File: config.mk
export PLATFORM = sky130hd
export DESIGN_NAME = ntt_ctrl_flat
export DESIGN_NICKNAME = d
export VERILOG_FILES = /design/src/rtl/ntt_pkg.sv /design/src/rtl/ntt_ctrl_if.sv /design/src/rtl/ntt_addr_gen.sv /design/src/rtl/ntt_ctrl.sv /design/src/flat_wrapper.sv
export SDC_FILE = /design/constraint.sdc
export NUM_CORES = 1
export LEC_CHECK = 0
export ABC_CLOCK_PERIOD_IN_PS = 5700
export CAP_MARGIN = 20
export CORE_ASPECT_RATIO = 0.75
export CORE_MARGIN = 1
export CORE_UTILIZATION = 30
export CTS_CLUSTER_DIAMETER = 80
export CTS_CLUSTER_SIZE = 8
export DETAILED_ROUTE_END_ITERATION = 8
export MAX_ROUTING_LAYER = met4
export PLACE_DENSITY = 0.57
export SLEW_MARGIN = 20
export SYNTH_ARGS = -nofsm -noshare
export SYNTH_HDL_FRONTEND = slang
export SYNTH_HIERARCHICAL = 1
export SYNTH_SLANG_ARGS = --single-unit
File: constraint.sdc
create_clock -name clk -period 5.7 [get_ports clk]
set_input_delay 1.425 -clock clk [delete_from_list [all_inputs] [get_ports clk]]
set_output_delay 1.425 -clock clk [all_outputs]
set_load 0.02 [all_outputs]
File: src/rtl/ntt_pkg.sv
// Shared definitions for the Kyber NTT core: sizes, butterfly mode codes,
// sequencer states and the write-back delay-line entry.
package ntt_pkg;

  localparam int N       = 256;
  localparam int LOGN    = 8;
  localparam int NLAYERS = 7;

  localparam logic [1:0] BF_NTT  = 2'b00;
  localparam logic [1:0] BF_INTT = 2'b01;
  localparam logic [1:0] BF_BYP  = 2'b10;
  localparam logic [1:0] BF_IDLE = 2'b11;

  typedef enum logic [1:0] {
    ST_IDLE,
    ST_RUN,
    ST_DRAIN,
    ST_DONE
  } state_t;

  typedef struct packed {
    logic            valid;
    logic [LOGN-1:0] a;
    logic [LOGN-1:0] b;
  } wb_t;

endpackage

File: src/rtl/ntt_ctrl_if.sv
// Control/address bundle between the NTT sequencer and the host/datapath.
interface ntt_ctrl_if;
  import ntt_pkg::*;

  logic            start;
  logic            inv;
  logic            busy;
  logic            done;
  logic            rd_en;
  logic [LOGN-1:0] rd_addr_a;
  logic [LOGN-1:0] rd_addr_b;
  logic [LOGN-2:0] tw_addr;
  logic [1:0]      bf_mode;
  logic            wr_en;
  logic [LOGN-1:0] wr_addr_a;
  logic [LOGN-1:0] wr_addr_b;

  modport master (
    output start, inv,
    input  busy, done, rd_en, rd_addr_a, rd_addr_b, tw_addr, bf_mode,
           wr_en, wr_addr_a, wr_addr_b
  );

  modport slave (
    input  start, inv,
    output busy, done, rd_en, rd_addr_a, rd_addr_b, tw_addr, bf_mode,
           wr_en, wr_addr_a, wr_addr_b
  );

endinterface

File: src/rtl/ntt_addr_gen.sv
// Combinational (layer, butterfly, direction) -> (a, b, twiddle) mapping.
// All multiplies by powers of two are done as shifts on 8-bit quantities.
module ntt_addr_gen
  import ntt_pkg::*;
(
  input  logic [2:0]      layer,
  input  logic [6:0]      bfly,
  input  logic            inv,
  output logic [LOGN-1:0] addr_a,
  output logic [LOGN-1:0] addr_b,
  output logic [6:0]      tw
);

  logic [3:0] layer_wide;
  logic [6:0] grp;
  logic [6:0] mask;
  logic [7:0] span;

  assign layer_wide = {1'b0, layer};

  always_comb begin
    span   = '0;
    grp    = '0;
    mask   = '0;
    addr_a = '0;
    tw     = '0;
    if (!inv) begin
      // Cooley-Tukey: len = 128>>l, group stride 2*len = 256>>l
      span   = 8'd128 >> layer;
      grp    = bfly >> (3'd7 - layer);
      mask   = 7'h7f >> layer;
      addr_a = ({1'b0, grp} << (4'd8 - layer_wide)) + {1'b0, bfly & mask};
      tw     = (7'd1 << layer) + grp;
    end else begin
      // Gentleman-Sande: len = 2<<l, group stride 2*len = 4<<l
      span   = 8'd2 << layer;
      grp    = bfly >> (layer_wide + 4'd1);
      mask   = ~(7'h7f << (layer_wide + 4'd1));
      addr_a = ({1'b0, grp} << (layer_wide + 4'd2)) + {1'b0, bfly & mask};
      tw     = (7'h7f >> layer) - grp;
    end
  end

  assign addr_b = addr_a + span;

endmodule

File: src/rtl/ntt_ctrl.sv
// Layer/butterfly sequencer for the shared NTT butterfly: issues reads and
// twiddle indices, delays write-back addresses by WB_LAT, drains between layers.
module ntt_ctrl
  import ntt_pkg::*;
#(
  parameter int WB_LAT = 4
) (
  input  logic        clk,
  input  logic        rst,
  ntt_ctrl_if.slave   bus
);

  state_t     state_reg, state_next;
  logic [2:0] layer_reg, layer_next;
  logic [6:0] bfly_reg, bfly_next;
  logic [3:0] drain_reg, drain_next;
  logic       inv_reg, inv_next;

  logic [LOGN-1:0] gen_a, gen_b;
  logic [6:0]      gen_tw;
  logic            rd_en;

  wb_t wb_line [WB_LAT];

  ntt_addr_gen u_addr_gen (
    .layer  (layer_reg),
    .bfly   (bfly_reg),
    .inv    (inv_reg),
    .addr_a (gen_a),
    .addr_b (gen_b),
    .tw     (gen_tw)
  );

  always_ff @(posedge clk) begin
    if (rst) begin
      state_reg <= ST_IDLE;
      layer_reg <= '0;
      bfly_reg  <= '0;
      drain_reg <= '0;
      inv_reg   <= 1'b0;
    end else begin
      state_reg <= state_next;
      layer_reg <= layer_next;
      bfly_reg  <= bfly_next;
      drain_reg <= drain_next;
      inv_reg   <= inv_next;
    end
  end

  always_comb begin
    state_next = state_reg;
    layer_next = layer_reg;
    bfly_next  = bfly_reg;
    drain_next = drain_reg;
    inv_next   = inv_reg;
    case (state_reg)
      ST_IDLE: begin
        if (bus.start) begin
          inv_next   = bus.inv;
          layer_next = '0;
          bfly_next  = '0;
          state_next = ST_RUN;
        end
      end
      ST_RUN: begin
        bfly_next = bfly_reg + 7'd1;
        if (bfly_reg == 7'd127) begin
          drain_next = 4'(WB_LAT);
          state_next = ST_DRAIN;
        end
      end
      ST_DRAIN: begin
        // Last drain cycle coincides with the last write of the layer
        if (drain_reg == 4'd1) begin
          if (layer_reg == 3'(NLAYERS - 1)) begin
            state_next = ST_DONE;
          end else begin
            layer_next = layer_reg + 3'd1;
            bfly_next  = '0;
            state_next = ST_RUN;
          end
        end else begin
          drain_next = drain_reg - 4'd1;
        end
      end
      ST_DONE: state_next = ST_IDLE;
      default: state_next = ST_IDLE;
    endcase
  end

  assign rd_en = (state_reg == ST_RUN);

  // Shifts in every state so a drain always flushes the final writes
  always_ff @(posedge clk) begin
    if (rst) begin
      for (int i = 0; i < WB_LAT; i++) begin
        wb_line[i] <= '0;
      end
    end else begin
      for (int i = WB_LAT - 1; i > 0; i--) begin
        wb_line[i] <= wb_line[i-1];
      end
      wb_line[0] <= rd_en ? wb_t'{valid: 1'b1, a: gen_a, b: gen_b} : '0;
    end
  end

  assign bus.busy      = (state_reg == ST_RUN) || (state_reg == ST_DRAIN);
  assign bus.done      = (state_reg == ST_DONE);
  assign bus.rd_en     = rd_en;
  assign bus.rd_addr_a = rd_en ? gen_a : '0;
  assign bus.rd_addr_b = rd_en ? gen_b : '0;
  assign bus.tw_addr   = rd_en ? gen_tw : '0;
  assign bus.bf_mode   = !rd_en ? BF_IDLE : (inv_reg ? BF_INTT : BF_NTT);
  assign bus.wr_en     = wb_line[WB_LAT-1].valid;
  assign bus.wr_addr_a = wb_line[WB_LAT-1].a;
  assign bus.wr_addr_b = wb_line[WB_LAT-1].b;

endmodule
File: src/flat_wrapper.sv
// flat-port wrapper written by rule: the top's interface ports become plain ports
module ntt_ctrl_flat import ntt_pkg::*;
#(
  parameter int WB_LAT = 4
)
  (clk, rst, bus_start, bus_inv, bus_busy, bus_done, bus_rd_en, bus_rd_addr_a, bus_rd_addr_b, bus_tw_addr, bus_bf_mode, bus_wr_en, bus_wr_addr_a, bus_wr_addr_b);
  ntt_ctrl_if bus_i ();
  input  logic clk;
  input  logic rst;
  input wire logic [$bits(bus_i.start)-1:0] bus_start;
  input wire logic [$bits(bus_i.inv)-1:0] bus_inv;
  output wire logic [$bits(bus_i.busy)-1:0] bus_busy;
  output wire logic [$bits(bus_i.done)-1:0] bus_done;
  output wire logic [$bits(bus_i.rd_en)-1:0] bus_rd_en;
  output wire logic [$bits(bus_i.rd_addr_a)-1:0] bus_rd_addr_a;
  output wire logic [$bits(bus_i.rd_addr_b)-1:0] bus_rd_addr_b;
  output wire logic [$bits(bus_i.tw_addr)-1:0] bus_tw_addr;
  output wire logic [$bits(bus_i.bf_mode)-1:0] bus_bf_mode;
  output wire logic [$bits(bus_i.wr_en)-1:0] bus_wr_en;
  output wire logic [$bits(bus_i.wr_addr_a)-1:0] bus_wr_addr_a;
  output wire logic [$bits(bus_i.wr_addr_b)-1:0] bus_wr_addr_b;
  assign bus_i.start = bus_start;
  assign bus_i.inv = bus_inv;
  assign bus_busy = bus_i.busy;
  assign bus_done = bus_i.done;
  assign bus_rd_en = bus_i.rd_en;
  assign bus_rd_addr_a = bus_i.rd_addr_a;
  assign bus_rd_addr_b = bus_i.rd_addr_b;
  assign bus_tw_addr = bus_i.tw_addr;
  assign bus_bf_mode = bus_i.bf_mode;
  assign bus_wr_en = bus_i.wr_en;
  assign bus_wr_addr_a = bus_i.wr_addr_a;
  assign bus_wr_addr_b = bus_i.wr_addr_b;
  ntt_ctrl #(.WB_LAT(WB_LAT)) u_core (.clk(clk), .rst(rst), .bus(bus_i));
endmodule
After elaboration in Yosys (flattened, before gate mapping)
Memory sizes are Yosys's and may differ from the RTL's. Cells that the tools add are included.

$add $sub $neg: 12. Bitwise operators: 7. Reduce and logical (&&, ||, !) cells: 10. Shift operators: 9. Multiplexer cells: 32. Eq/ne operators: 11.

Operator list (count): two-way mux 17 bit (5); two-way mux 7 bit (5); two-way mux 8 bit (4); one-hot mux 7 bit (3 select lines) (1); adder 8 x 7 -> 8 bit (2); left shift 7 x 4 -> 8 bit (2); bitwise AND 7 bit (2); two-way mux 2 bit (5); two-way mux 3 bit (3); adder 8 bit (1); two-way mux 4 bit (2); != test 2 bit (second input constant) (4); one-hot mux 2 bit (4 select lines) (1); one-hot mux 4 bit (2 select lines) (1); AND reduction 4 bit (2); left shift 2 x 3 -> 8 bit (first input constant) (1); >> shifter 8 x 3 -> 8 bit (first input constant) (1); adder 7 x 1 -> 7 bit (second input constant) (1); adder 7 bit (1); == test 7 bit (second input constant) (1); NOT 7 bit (1); left shift 1 x 3 -> 7 bit (first input constant) (1); left shift 7 x 4 -> 7 bit (first input constant) (1); >> shifter 7 x 3 -> 7 bit (1); 23 further kinds (32).

Word-level logic and storage cells: 87. Flip-flop bits (word level): 17. Memories kept: 1. Input bits: 4. Bits in writable memories: 68. Output and inout bits: 45.

Memory list: u_core.wb_line (words 4, bits a word 17, read ports 4, clocked after memory_dff 0, write ports 4, line ntt_ctrl.sv:23) `wb_t wb_line [WB_LAT];`.

Depth between registers and ports, before layout
Word-level depth: 9. Gate-level depth with buffers: 24. Depth with buffers taken out: 22.

Hierarchy
The synthesis kept the hierarchy.

By module, submodules not included: ntt_ctrl (seq. area each 1701.6 µm², area an instance 2970.3 µm², times used 1, cells an instance 287); ntt_addr_gen (seq. area each 0.0 µm², area an instance 2710.1 µm², times used 1, cells an instance 375).

Least setup slack after synthesis
Ideal clock, no wire load.

Path kind: reg2out. From: reg u_core.layer_reg[1]. To: out bus_rd_addr_b[7]. Required time: 4.275 ns. Path slack: -0.431 ns. Cell stages (with the launch flop): 22. Data arrival time: 4.706 ns. Path buffers: 3. Cell sequence: dfxtp_1 -> buf_2 -> buf_4 -> clkinv_1 -> ha_1 -> clkbuf_1 -> or4_1 -> nor2_1 -> ha_1 -> inv_1 -> fa_1 -> nor2b_1 -> o21ai_0 -> nor3b_1 -> o31ai_1 -> ha_1 -> a21oi_1 -> o21ai_0 -> maj3_2 -> a21oi_2 -> xor2_1 -> and2_1.

Cells in the longest elaborated chain, start to end: 8. Elaborated cells on any way between the ends: 21. Those cells by class: add/sub: 7; shift: 8; mux: 3; bitwise: 3.

RTL lines: start: declaration (line ntt_ctrl.sv:14) `logic [2:0] layer_reg, layer_next;`; start signal: assignment (line ntt_ctrl.sv:43) `layer_reg <= layer_next;`; branches (longest 5 deep; another with adder 8 x 7 -> 8 bit); two-way mux 8 bit * (line ntt_addr_gen.sv:27) `if (!inv) begin`; named net u_core.gen_a[4] (line ntt_ctrl.sv:19) `logic [LOGN-1:0] gen_a, gen_b;`; adder 8 bit * (line ntt_addr_gen.sv:44) `assign addr_b = addr_a + span;`; named net u_core.gen_b[7] (line ntt_ctrl.sv:19); two-way mux 8 bit * (line ntt_ctrl.sv:111) `assign bus.rd_addr_b = rd_en ? gen_b : '0;`; end: declaration (line flat_wrapper.sv:16) `output wire logic [$bits(bus_i.rd_addr_b)-1:0] bus_rd_addr_b;`.

Mark *: on every way through the listed nets, which the timed path passes.

Worst setup path after layout
Ends and elaborated chain as after synthesis.

==> reports/results.tsv <==
metric	value	unit
outcome	finished with violations	
failing checks	setup timing	
Hold Path Class	reg -> reg	
syn_area_per_cell	8.581	um^2
first-pass GRT wire length	23430	um
core area	18510	um^2
critical path, cell by cell	mux2i_2 -> mux4_2 -> or4_4 -> nor2_4 -> ha_4 -> inv_2 -> fa_2 -> nor2b_2 -> o21ai_2 -> nor3b_2 -> o31ai_2 -> ha_1 -> a21oi_1 -> o21ai_1 -> maj3_2 -> a21oi_2 -> xor2_1 -> and2_4 -> buf_6	
WHS Path Cells	1	
Finished Layout Cells	1049	
register area	1715	um^2
Post-Synth Adder-Cell Area	13.63	%
Total Die Area	19500	um^2
Pwr Total	1.698	mW
Final WS setup	-256.0	ps
# diodes	0	
Synth top area share	29.96	%
Slowest-stage cell, CP	mux4_2	
Root Buffer Master	clkbuf_16	
clk_lat worst skew	330	ps
Post-synth EDFFs	0	
worst r2r path cells	19	
Setup WS pre-CTS	-512.5	ps
Worst Path Class, Setup	reg -> out	
sequential area share after synthesis	29.96	%
largest net degree at the start of global routing	67	
routed via count	4920	
post-synthesis cell count	662	
Switching Share	33.03	%
WHS Endpoint	u_core/wb_line[3][11]	
RSZ-0062 raised after global routing	true	
Setup TNS	-371.4	ps
initial antenna violation count	0	
Pre-antenna DRT Iters	5	
Avg WL per Cell	13.76	um
drt via density	4.690	
Int Pwr	1.137	mW
Largest register FFs	68	
fillers	1871	
CTS tree	yes	
CP arrival	4530	ps
Die Span X	160.9	um
Max Buffers Root-to-Sink	2	
aggregate global routing overflow	0	
Worst-Margin Slew	750.3	ps
Post-Synth XOR/XNOR Area	5.176	%
total track usage	15.44	%
clock power share	33.4	%
reg2reg end	u_core/wb_line[0][7]	
Max Slew Vio Count	0	
Inst Count DP	1018	
Seq pwr share	37.8	%
Worst slew margin	49.93	%
Starting Density	30.69	%
WL final	14430	um
P_sw	0.5608	mW
fin util	41.67	%
max cap viols	0	
CP endpoint kind	output pin	
WP data required	4280	ps
area of the multi-input gates	3887	um^2
hold_sp	u_core/wb_line[2][11]	
combinational power share	28.8	%
Leak	3.322	nW
fmax	167.9	MHz
r2r startpoint	u_core/layer_reg[1]	
Cell Rows	43	
CTS Buf Count	9	
post-route minimum period	5956	ps
complex-gate fraction of the synthesized area	15.53	%
Reg clk slew, reported paths	70	ps
I/O Pins	49	
initial DRC count	368	
pwr dens	220.2	nW/um^2
WP buf/inv	2	
Setup Skew	8.514	ps
multiplexer share of the synthesized area	5.881	%
layout cell share with drive strength beyond 1	25.19	%
yosys warns	6	
input/output buffers	48	
VDD IR max	0.2275	mV
Top delay family on crit path	adder cells	
Max FO, Critical Path	8	
largest family of logic cells by synthesized area	simple AND/OR/NAND/NOR gates	
syn nets	724	
Worst R2R Setup Slack	1450	ps
Yosys top cell by area	dfxtp_1	
Detail Route Antenna Nets	0	
clock sinks	85	
fin crit share	104.5	%
area grow syn2layout	35.77	%
Post-DP HPWL	10940	um
final hold violations	0	
top_reg_cell synth	dfxtp_1	
area of the mapped netlist	5680	um^2
Setup violations, final	3	
Die Span Y	121.2	um
#FFs+latches synth	85	
Synth async-reset ratio	0	%
Simple-Gate Fraction of Synth Area	24.89	%
Worst path max stage delay	510	ps
vias in the first global route	4614	
Residual DRC	0	
post-synth cell types	64	
routability-driven placement congestion ratio	0.8894	
Setup crit start kind	register	
# nets final	859	
synth top area cells	dfxtp_1, ha_1, nor2b_1, and2_1, mux2i_1	
htree depth	3	
## stage by stage
stage | cell area, um^2 | hold slack, ps
final | 7712 | 432.1
after global routing | 7712 | 446.3
after CTS | 7521 | 435.9
after detailed placement | 7091 | 420.4
after global placement | 7091 | 415.8
after floorplan | 5699 | 413.8
## kinds of logic after synthesis
group | after synthesis
buffers and inverters | 71
xor gates and xnor gates | 32
muxes | 30
DFF | 85
AOI/OAI and AO/OA | 132
and+or+nand+nor | 253
adders and majority gates | 59
## how the worst max path moves through the flow
stage,depth (start not counted),start,end
4_1_cts,19,u_core/layer_reg[1],bus_rd_addr_b[7]
3_3_place_gp,19,u_core/layer_reg[1],bus_rd_addr_b[7]
3_5_place_dp,19,u_core/layer_reg[1],bus_rd_addr_b[7]
5_1_grt,19,u_core/layer_reg[1],bus_rd_addr_b[7]
6_report,19,u_core/layer_reg[1],bus_rd_addr_b[7]
2_1_floorplan,21,u_core/layer_reg[1],bus_rd_addr_b[7]
## worst register-to-register path: stages (launching register included)
cell and delay [ps]:
dfxtp_4 390, mux2i_2 170, mux4_2 510, or4_4 460
nor2_4 110, ha_4 140, inv_2 40, fa_2 350
nor2b_2 130, o21ai_2 70, nor3b_2 160, o31ai_2 230
ha_1 310, a21oi_1 140, o21ai_1 100, maj3_2 320
a21oi_2 150, xor2_1 70, and2_4 170, and2_1 140
## what timing repair did
action                                  CTS  global route
pin swaps                                 9            19
resized for setup                        51            45
setup buffers                             9             8
hold buffers                              0             0
endpoints found under the setup margin   10            10
## cells in the mapped netlist (3+ instances only)
cell	n
dfxtp_1	85
nor2b_1	67
ha_1	53
and2_1	48
nor2_1	34
a21oi_1	32
nand2_1	32
inv_1	31
o21ai_0	26
clkbuf_1	24
mux2i_1	21
nor3_1	17
xor2_1	16
xnor2_1	15
nand3_1	14
a31oi_1	10
nand2b_1	10
a211oi_1	9
buf_1	8
o21a_1	8
a21o_1	7
mux2_2	7
and3_1	6
buf_2	5
fa_1	5
nor4_1	5
o211ai_1	4
o21bai_1	4
a22oi_1	3
a32o_1	3
nand3b_1	3
o22ai_1	3
o31ai_1	3
or2_2	3
## cell usage in the layout (no fill, tap or decap), types with 10 or more instances in the layout
master,synthesis,layout
dfxtp_1,85,80
a21oi_1,32,27
buf_4,2,110
o21ai_0,26,21
xnor2_1,15,14
nand3_1,14,14
nor2b_1,67,65
ha_1,53,48
mux2i_1,21,19
clkdlybuf4s50_1,0,36
nor2_1,34,33
and2_1,48,46
nand2_1,32,32
nand2b_1,10,10
inv_1,31,30
nor3_1,17,17
xor2_1,16,16
## routing by layer
layer  up-vias  track usage [%]  routed length (um)
li1       2558                -                   -
met5         -                -                   0
met3         2            2.597                 584
met1      2252            21.30                7347
met2       108            24.19                6462
met4         0            2.064                  34
## area by class of cell
cell class / count / share of cell area [%]
Inverter: 32 / 1.622
Timing Repair Buffer: 163 / 17.94
Sequential cell: 85 / 22.24
Multi-Input combinational cell: 506 / 50.41
Tap cell: 247 / 4.007
Clock buffer: 9 / 2.920
Clock inverter: 7 / 0.8598
## power groups by stage
stage | Clock, mW | Sequential (mW) | Combinational (mW)
floorplan | 0 | 0.653 | 0.304
global placement | 0 | 0.654 | 0.472
detailed placement | 0 | 0.655 | 0.469
CTS | 0.587 | 0.641 | 0.476
global route | 0.613 | 0.645 | 0.537
finish | 0.567 | 0.641 | 0.489
Note: power is estimated with default switching activity, not from simulation.
